==> src/rtl/blowfish_job_if.sv <==
// ============================================================================
//  Module   : blowfish_job_if
//  Brief    : Request / response / cipher-core bundle for blowfish_job_arbiter
//  Revision : 1.0  initial release
// ============================================================================
`default_nettype none

interface blowfish_job_if;
  // host-side job requests
  logic        req0_valid;
  logic        req0_ready;
  logic [63:0] req0_data;
  logic        req0_rt;
  logic        req1_valid;
  logic        req1_ready;
  logic [63:0] req1_data;
  logic        req1_rt;
  // response port
  logic        rsp_valid;
  logic        rsp_ready;
  logic        rsp_id;
  logic [63:0] rsp_enc;
  logic [63:0] rsp_dec;
  logic        rsp_err;
  logic        busy;
  // cipher core controls and results
  logic        core_rst;
  logic        core_start;
  logic        core_enc;
  logic        core_dec;
  logic [63:0] core_plaintext;
  logic [63:0] core_encryptedtext;
  logic [63:0] core_decryptedtext;
  logic        core_encrypt_done;
  logic        core_decrypt_done;

  // environment side: job sources, response sink and the cipher core
  modport master (
    output req0_valid, req0_data, req0_rt, req1_valid, req1_data, req1_rt,
    input  req0_ready, req1_ready,
    input  rsp_valid, rsp_id, rsp_enc, rsp_dec, rsp_err, busy,
    output rsp_ready,
    input  core_rst, core_start, core_enc, core_dec, core_plaintext,
    output core_encryptedtext, core_decryptedtext, core_encrypt_done, core_decrypt_done
  );

  // arbiter side
  modport slave (
    input  req0_valid, req0_data, req0_rt, req1_valid, req1_data, req1_rt,
    output req0_ready, req1_ready,
    output rsp_valid, rsp_id, rsp_enc, rsp_dec, rsp_err, busy,
    input  rsp_ready,
    output core_rst, core_start, core_enc, core_dec, core_plaintext,
    input  core_encryptedtext, core_decryptedtext, core_encrypt_done, core_decrypt_done
  );
endinterface

`default_nettype wire

==> src/rtl/blowfish_job_arbiter.sv <==
// ============================================================================
//  Module   : blowfish_job_arbiter
//  Brief    : Round-robin sharing of one Blowfish core between two requesters;
//             per job: core reset, encrypt, optional decrypt-back, response.
//  Revision : 1.0  initial release
// ============================================================================
`default_nettype none

module blowfish_job_arbiter #(
  parameter int TIMEOUT = 255
) (
  input  logic          clk,
  input  logic          rst,
  blowfish_job_if.slave bus
);

  localparam int TW = (TIMEOUT > 1) ? $clog2(TIMEOUT) : 1;
  localparam logic [TW-1:0] TMO_LAST = TW'(TIMEOUT - 1);

  typedef enum logic [2:0] {
    IDLE     = 3'd0,
    CRST     = 3'd1,
    ENC_WAIT = 3'd2,
    DEC_WAIT = 3'd3,
    RESP     = 3'd4
  } state_t;

  state_t        state;
  logic          last;
  logic [TW-1:0] tmo;
  logic [63:0]   data_reg;
  logic          rt_reg;
  logic          id_reg;
  logic [63:0]   enc_reg;
  logic [63:0]   dec_reg;
  logic          err;

  logic any_req;
  logic gnt_id;

  // Grant selection: on a tie the requester not served last wins.
  always_comb begin
    any_req = bus.req0_valid | bus.req1_valid;
    gnt_id  = (bus.req0_valid & bus.req1_valid) ? ~last : bus.req1_valid;
  end

  // Ready pulses only in IDLE and never while the controller is held in reset.
  assign bus.req0_ready = ~rst & (state == IDLE) & bus.req0_valid & ~gnt_id;
  assign bus.req1_ready = ~rst & (state == IDLE) & bus.req1_valid &  gnt_id;

  // Core controls decode straight from the state register; the core is also
  // reset whenever the controller is.
  assign bus.core_rst       = rst | (state == CRST);
  assign bus.core_start     = (state == ENC_WAIT) | (state == DEC_WAIT);
  assign bus.core_enc       = (state == ENC_WAIT);
  assign bus.core_dec       = (state == DEC_WAIT);
  assign bus.core_plaintext = data_reg;

  assign bus.rsp_valid = (state == RESP);
  assign bus.rsp_id    = id_reg;
  assign bus.rsp_enc   = enc_reg;
  assign bus.rsp_dec   = dec_reg;
  assign bus.rsp_err   = err;
  assign bus.busy      = (state != IDLE);

  // Job sequencer: grant, core reset, encrypt/decrypt waits with timeout, response.
  always_ff @(posedge clk) begin
    if (rst) begin
      state    <= IDLE;
      last     <= 1'b1;
      tmo      <= '0;
      data_reg <= '0;
      rt_reg   <= 1'b0;
      id_reg   <= 1'b0;
      enc_reg  <= '0;
      dec_reg  <= '0;
      err      <= 1'b0;
    end else begin
      case (state)
        IDLE: begin
          if (any_req) begin
            data_reg <= gnt_id ? bus.req1_data : bus.req0_data;
            rt_reg   <= gnt_id ? bus.req1_rt   : bus.req0_rt;
            id_reg   <= gnt_id;
            last     <= gnt_id;
            enc_reg  <= '0;
            dec_reg  <= '0;
            err      <= 1'b0;
            state    <= CRST;
          end
        end
        CRST: begin
          tmo   <= '0;
          state <= ENC_WAIT;
        end
        ENC_WAIT: begin
          if (bus.core_encrypt_done) begin
            // done beats a timeout landing in the same cycle
            enc_reg <= bus.core_encryptedtext;
            tmo     <= '0;
            state   <= rt_reg ? DEC_WAIT : RESP;
          end else if (tmo == TMO_LAST) begin
            err   <= 1'b1;
            state <= RESP;
          end else begin
            tmo <= tmo + 1'b1;
          end
        end
        DEC_WAIT: begin
          if (bus.core_decrypt_done) begin
            dec_reg <= bus.core_decryptedtext;
            state   <= RESP;
          end else if (tmo == TMO_LAST) begin
            err   <= 1'b1;
            state <= RESP;
          end else begin
            tmo <= tmo + 1'b1;
          end
        end
        RESP: begin
          if (bus.rsp_ready) begin
            err   <= 1'b0;
            state <= IDLE;
          end
        end
        default: state <= IDLE;
      endcase
    end
  end

endmodule

`default_nettype wire

==> src/flat_wrapper.sv <==
// flat-port wrapper written by rule: the top's interface ports become plain ports
module blowfish_job_arbiter_flat 
#(
  parameter int TIMEOUT = 255
)
  (clk, rst, bus_req0_valid, bus_req0_data, bus_req0_rt, bus_req1_valid, bus_req1_data, bus_req1_rt, bus_req0_ready, bus_req1_ready, bus_rsp_valid, bus_rsp_id, bus_rsp_enc, bus_rsp_dec, bus_rsp_err, bus_busy, bus_rsp_ready, bus_core_rst, bus_core_start, bus_core_enc, bus_core_dec, bus_core_plaintext, bus_core_encryptedtext, bus_core_decryptedtext, bus_core_encrypt_done, bus_core_decrypt_done);
  blowfish_job_if bus_i ();
  input  logic clk;
  input  logic rst;
  input wire logic [$bits(bus_i.req0_valid)-1:0] bus_req0_valid;
  input wire logic [$bits(bus_i.req0_data)-1:0] bus_req0_data;
  input wire logic [$bits(bus_i.req0_rt)-1:0] bus_req0_rt;
  input wire logic [$bits(bus_i.req1_valid)-1:0] bus_req1_valid;
  input wire logic [$bits(bus_i.req1_data)-1:0] bus_req1_data;
  input wire logic [$bits(bus_i.req1_rt)-1:0] bus_req1_rt;
  output wire logic [$bits(bus_i.req0_ready)-1:0] bus_req0_ready;
  output wire logic [$bits(bus_i.req1_ready)-1:0] bus_req1_ready;
  output wire logic [$bits(bus_i.rsp_valid)-1:0] bus_rsp_valid;
  output wire logic [$bits(bus_i.rsp_id)-1:0] bus_rsp_id;
  output wire logic [$bits(bus_i.rsp_enc)-1:0] bus_rsp_enc;
  output wire logic [$bits(bus_i.rsp_dec)-1:0] bus_rsp_dec;
  output wire logic [$bits(bus_i.rsp_err)-1:0] bus_rsp_err;
  output wire logic [$bits(bus_i.busy)-1:0] bus_busy;
  input wire logic [$bits(bus_i.rsp_ready)-1:0] bus_rsp_ready;
  output wire logic [$bits(bus_i.core_rst)-1:0] bus_core_rst;
  output wire logic [$bits(bus_i.core_start)-1:0] bus_core_start;
  output wire logic [$bits(bus_i.core_enc)-1:0] bus_core_enc;
  output wire logic [$bits(bus_i.core_dec)-1:0] bus_core_dec;
  output wire logic [$bits(bus_i.core_plaintext)-1:0] bus_core_plaintext;
  input wire logic [$bits(bus_i.core_encryptedtext)-1:0] bus_core_encryptedtext;
  input wire logic [$bits(bus_i.core_decryptedtext)-1:0] bus_core_decryptedtext;
  input wire logic [$bits(bus_i.core_encrypt_done)-1:0] bus_core_encrypt_done;
  input wire logic [$bits(bus_i.core_decrypt_done)-1:0] bus_core_decrypt_done;
  assign bus_i.req0_valid = bus_req0_valid;
  assign bus_i.req0_data = bus_req0_data;
  assign bus_i.req0_rt = bus_req0_rt;
  assign bus_i.req1_valid = bus_req1_valid;
  assign bus_i.req1_data = bus_req1_data;
  assign bus_i.req1_rt = bus_req1_rt;
  assign bus_req0_ready = bus_i.req0_ready;
  assign bus_req1_ready = bus_i.req1_ready;
  assign bus_rsp_valid = bus_i.rsp_valid;
  assign bus_rsp_id = bus_i.rsp_id;
  assign bus_rsp_enc = bus_i.rsp_enc;
  assign bus_rsp_dec = bus_i.rsp_dec;
  assign bus_rsp_err = bus_i.rsp_err;
  assign bus_busy = bus_i.busy;
  assign bus_i.rsp_ready = bus_rsp_ready;
  assign bus_core_rst = bus_i.core_rst;
  assign bus_core_start = bus_i.core_start;
  assign bus_core_enc = bus_i.core_enc;
  assign bus_core_dec = bus_i.core_dec;
  assign bus_core_plaintext = bus_i.core_plaintext;
  assign bus_i.core_encryptedtext = bus_core_encryptedtext;
  assign bus_i.core_decryptedtext = bus_core_decryptedtext;
  assign bus_i.core_encrypt_done = bus_core_encrypt_done;
  assign bus_i.core_decrypt_done = bus_core_decrypt_done;
  blowfish_job_arbiter #(.TIMEOUT(TIMEOUT)) u_core (.clk(clk), .rst(rst), .bus(bus_i));
endmodule
==> config.mk <==
export PLATFORM = sky130hd
export DESIGN_NAME = blowfish_job_arbiter_flat
export DESIGN_NICKNAME = d
export VERILOG_FILES = /design/src/rtl/blowfish_job_if.sv /design/src/rtl/blowfish_job_arbiter.sv /design/src/flat_wrapper.sv
export SDC_FILE = /design/constraint.sdc
export NUM_CORES = 1
export LEC_CHECK = 0
export CAP_MARGIN = 20
export CORE_AREA = 2 2 184 186
export DETAILED_ROUTE_END_ITERATION = 7
export DIE_AREA = 0 0 186 188
export PLACE_DENSITY_LB_ADDON = 0.15
export SETUP_SLACK_MARGIN = 0.15
export SYNTH_ARGS = -nofsm -noshare
export SYNTH_HDL_FRONTEND = slang
export SYNTH_SLANG_ARGS = --single-unit
==> constraint.sdc <==
create_clock -name clk -period 1.9 [get_ports clk]
set_input_delay 0.285 -clock clk [delete_from_list [all_inputs] [get_ports clk]]
set_output_delay 0.285 -clock clk [all_outputs]
set_load 0.01 [all_outputs]
# Word level (Yosys, flattened, before mapping)
# Cells that the tools add are included.
op_classes:
  addsub: 1
  n_mux: 25
  bitwise: 12
  n_eq_ne: 11
  n_div: 0
  reduce_logical: 12
  multipliers: 0
  shift: 0
  magnitude_cmp: 0
ops:
  columns: ["operator", "n"]
  rows:
  - ["64-bit 2-to-1 mux", 4]
  - ["64-bit case mux with 2 select lines", 2]
  - ["8-bit 2-to-1 mux", 3]
  - ["8-bit case mux with 3 select lines", 1]
  - ["3-bit 2-to-1 mux", 6]
  - ["3-bit case mux with 5 select lines", 1]
  - ["8-bit by 1-bit adder with 8-bit output, second input constant", 1]
  - ["8-bit == test, second input constant", 1]
  - ["2-bit by 1-bit inequality test with 1-bit output, second input constant", 4]
  - ["1-bit 2-to-1 mux", 7]
  - ["1-bit AND", 6]
  - ["3-bit by 2-bit == test with 1-bit output, second input constant", 2]
  - ["2-bit AND reduction", 3]
  - ["3-bit AND reduction", 2]
  - ["3-bit nonzero test", 2]
  - ["5-bit AND reduction", 1]
  - ["2-bit inequality test, second input constant", 2]
  - ["1-bit case mux with 4 select lines", 1]
  - ["2-bit nonzero test", 2]
  - ["4-bit nonzero test", 1]
  - ["3-bit by 1-bit == test with 1-bit output, second input constant", 1]
  - ["3-bit == test, second input constant", 1]
  - ["3-bit zero test", 1]
  - ["1-bit inverter", 3]
  - ["1-bit bitwise OR", 3]
totals:
  word_cells: 70
  latchBits: 0
  register_bits: 207
  n_memories: 0
  output_inout_bits: 202
  inputBits: 265
  ram_bits: 0
  rom_bits: 0

# Longest topological paths before layout
logic_depth:
  ltp_word: 4
  ltp_mapped: 8
  mapped_depth_nobuf: 6

# Worst setup path after synthesis
# No wires, ideal clock.
synth_path:
  path_type: "flip-flop to output port"
  start: "reg u_core.state[1]"
  end: "out bus_req0_ready"
  arrival_time_ps: 1396
  path_buffers: 2
  path_slack_ps: 219
  required_time_ps: 1615
  path_stages_with_launch: 5
  cell_sequence: "dfxtp_1 clkbuf_2 or3_1 buf_4 nor4b_1"
synth_between:
  elab_chain_len: 4
synth_rtl:
  columns: ["item", "line", "rtl"]
  rows:
  - ["from (decl)", "blowfish_job_arbiter.sv:28", "state_t state;"]
  - ["from (signal assigned)", "blowfish_job_arbiter.sv:101", "state <= rt_reg ? DEC_WAIT : RESP;"]
  - ["3-bit zero test", "blowfish_job_arbiter.sv:48", "assign bus.req0_ready = ~rst & (state == IDLE) & bus.req0_valid & ~gnt_id;"]
  - ["1-bit AND (3 in a row)", "blowfish_job_arbiter.sv:48", null]
  - ["to (decl)", "flat_wrapper.sv:16", "output wire logic [$bits(bus_i.req0_ready)-1:0] bus_req0_ready;"]
# Every way passes these cells.

# Worst setup path after layout
# Same ends and word-level chain as after synthesis.

==> impl_metrics.tcl <==
set metrics [dict create \
    synth.top_cell.area_share_pct 49.6 \
    status "finished with violations" \
    io_pins 467 \
    synth_cell_type_count 43 \
    max_freq_ghz 0.459 \
    root_buffer "clkbuf_16" \
    layout-drive-gt1-share_pct 17.2 \
    clk_path_buf_depth 3 \
    viasPerCell 4.60 \
    area_growth_pct 93.6 \
    r2r_setup_slack_ns -0.18 \
    endpoint_kind "output port" \
    postSynthCellCount 962 \
    first_pass_iters 4 \
    grt_pass1_wl_mm 48.7 \
    period_share_pct 115 \
    std_cell_rows 67 \
    overflow 0 \
    synthMostInstantiatedCell "dfxtp_1" \
    wl_per_cell_um 18.2 \
    synth_area_mm2 0.00836 \
    whs_ns 0.245 \
    postSynthRegisterBits 207 \
    violations "negative setup slack" \
    avgSynthCellArea_um2 8.69 \
    crit_required_ns 1.62 \
    hpwl_mm 23.1 \
    antenna_found_initial 0 \
    syn_nets 1229 \
    crit_start "u_core.state[1]" \
    startpoint_type "flip-flop" \
    grt_max_degree 157 \
    diodes 0 \
    vias 8889 \
    fin_skew_ns 0.00568 \
    min-delay-start "rst" \
    post_dp_cell_area_mm2 0.0138 \
    tightest_slew_ns 0.948 \
    setup_violations 195 \
    start_util_pct 25.2 \
    fp.dieH_um 188 \
    finalNetCount 1740 \
    slew_headroom_pct 36.8 \
    cellLeakagePower_nw 6.97 \
    antenna_left 0 \
    final_cell_area_mm2 0.0162 \
    power.density_mw_per_mm2 905 \
    fin_crit_ns 2.18 \
    grt_pass1_vias 8315 \
    seq_area_frac_synth_pct 49.6 \
    io_buffer_count 466 \
    synth_edf_count 0 \
    rsz0062_at_grt "yes" \
    wirelength_mm 35.3 \
    ys_warn_count 0 \
    setup_tns_ns -22.23 \
    hold_viol 0 \
    ys_top_cells_by_area "dfxtp_1 50%, a21oi_1 8.2%, nand3_1 8.1%" \
    r2r-start "u_core.state[1]" \
    drc 0 \
    cts_htree_levels 1 \
    setup_slack_ns -0.278 \
    cts_made_buffers 26 \
    clk_latency_ns 0.53 \
    grt_usage_pct 17.8 \
    die_w_um 186 \
    maxSlewViolCount 0 \
    worstPathArrival_ns 1.89 \
    crit_fanout 2 \
    synth_largest_area_cell "dfxtp_1" \
    cts_sinks 207 \
    maxCapViolations 0 \
    clk_transition_reported_paths_ns 0.06 \
    synthFlopType "dfxtp_1" \
    drt_iter0_markers 326 \
    cts_tree "built" \
    crit_type "flip-flop to output port" \
    gp_congestion 0.799 \
    ys_top_cells_by_count "207 x dfxtp_1, 137 x a21oi_1, 135 x nand2_1, 135 x nand3_1, 69 x nor2_1" \
    worstHoldPathType "input port to flip-flop" \
    synth-async-reset-ratio_pct 0 \
    ir_drop_mv 0.632 \
    final.fill_count 3089 \
    die_area_mm2 0.0350 \
    utilization_pct 48.9 \
    coreArea_mm2 0.0331 \
]
[worst max-delay path: stages, from the launching register on]
cell	delay (ns)
dfxtp_2	0.32
or3_4	0.41
nor4b_4	0.37
buf_4	0.18
buf_6	0.09
[routing by layer]
layer,track usage (%),share of wire (%),vias to the layer above
met5,0,0,-
met4,4.51,1.6,0
met3,4.51,7.1,39
met2,31.6,50,283
met1,21.0,41,4147
li1,-,-,4420
[layout by cell type (no fill, tap or decap), types with 7 or more instances in the layout]
master	Yosys	layout
clkdlybuf4s50_1	0	362
dfxtp_1	207	205
nand2_1	135	135
nand3_1	135	111
a21oi_1	137	99
dlymetal6s2s_1	0	75
nor2_1	69	68
mux2i_1	65	65
clkbuf_16	0	47
a211oi_1	58	42
buf_4	8	40
a21oi_2	0	38
a211oi_2	10	26
nand3_2	0	23
buf_12	0	23
dlygate4sd2_1	0	20
buf_6	1	17
o21ai_0	10	9
clkbuf_1	36	7
[path summary, 6_finish.rpt]
check	cells past startpoint	to
worst min register to register	2	u_core.bus.rsp_enc[14]
worst max-delay path	4	bus_req0_ready
worst max register to register	9	u_core.bus.rsp_dec[23]
worst min-delay path	4	u_core.last
[final cells by class]
cell class                 count  area, µm²  share of cell area (%)
sequential                   207       4150                    25.6
clock buffer                  39        771                    4.76
inverter                       6       22.5                   0.139
multi-input combinational    662       4250                    26.2
tap                          448        561                    3.46
timing repair buffer         570       6430                    39.7
clock inverter                 2       10.0                  0.0618
[metrics by stage]
step / worst slack (ns) / total power (W) / cells
4_1_cts: -0.340 / 0.0139 / 1894
3_5_place_dp: -0.732 / 0.00883 / 1838
3_3_place_gp: -0.765 / 0.00882 / 1838
5_1_grt: -0.338 / 0.0154 / 1934
6_report: -0.278 / 0.0146 / 1934
2_1_floorplan: 0.219 / 0.00667 / 962
[report_power, final]
group / switching, W / leakage (nW) / internal (W) / total [W]
Sequential: 0.000177 / 1.69 / 0.00470 / 0.00488
Clock: 0.00185 / 0.385 / 0.00275 / 0.00460
Combinational: 0.00233 / 4.90 / 0.00284 / 0.00517
[kinds of logic after synthesis]
logic type | synth area share (%)
AOI/OAI and AO/OA | 17.9
muxes | 7.78
adders and majority gates | 0.299
buffers and inverters | 5.24
DFF | 49.6
and+or+nand+nor | 19.2
[repair_timing]
action,in CTS,in global routing
pin swaps,5,160
gates resized for setup,83,181
endpoints found under the hold margin,0,0
hold buffers,0,0
buffers inserted,11,16
gates cloned,4,24
endpoints found under the setup margin,207,263
Power figures use the tool's default switching activity.
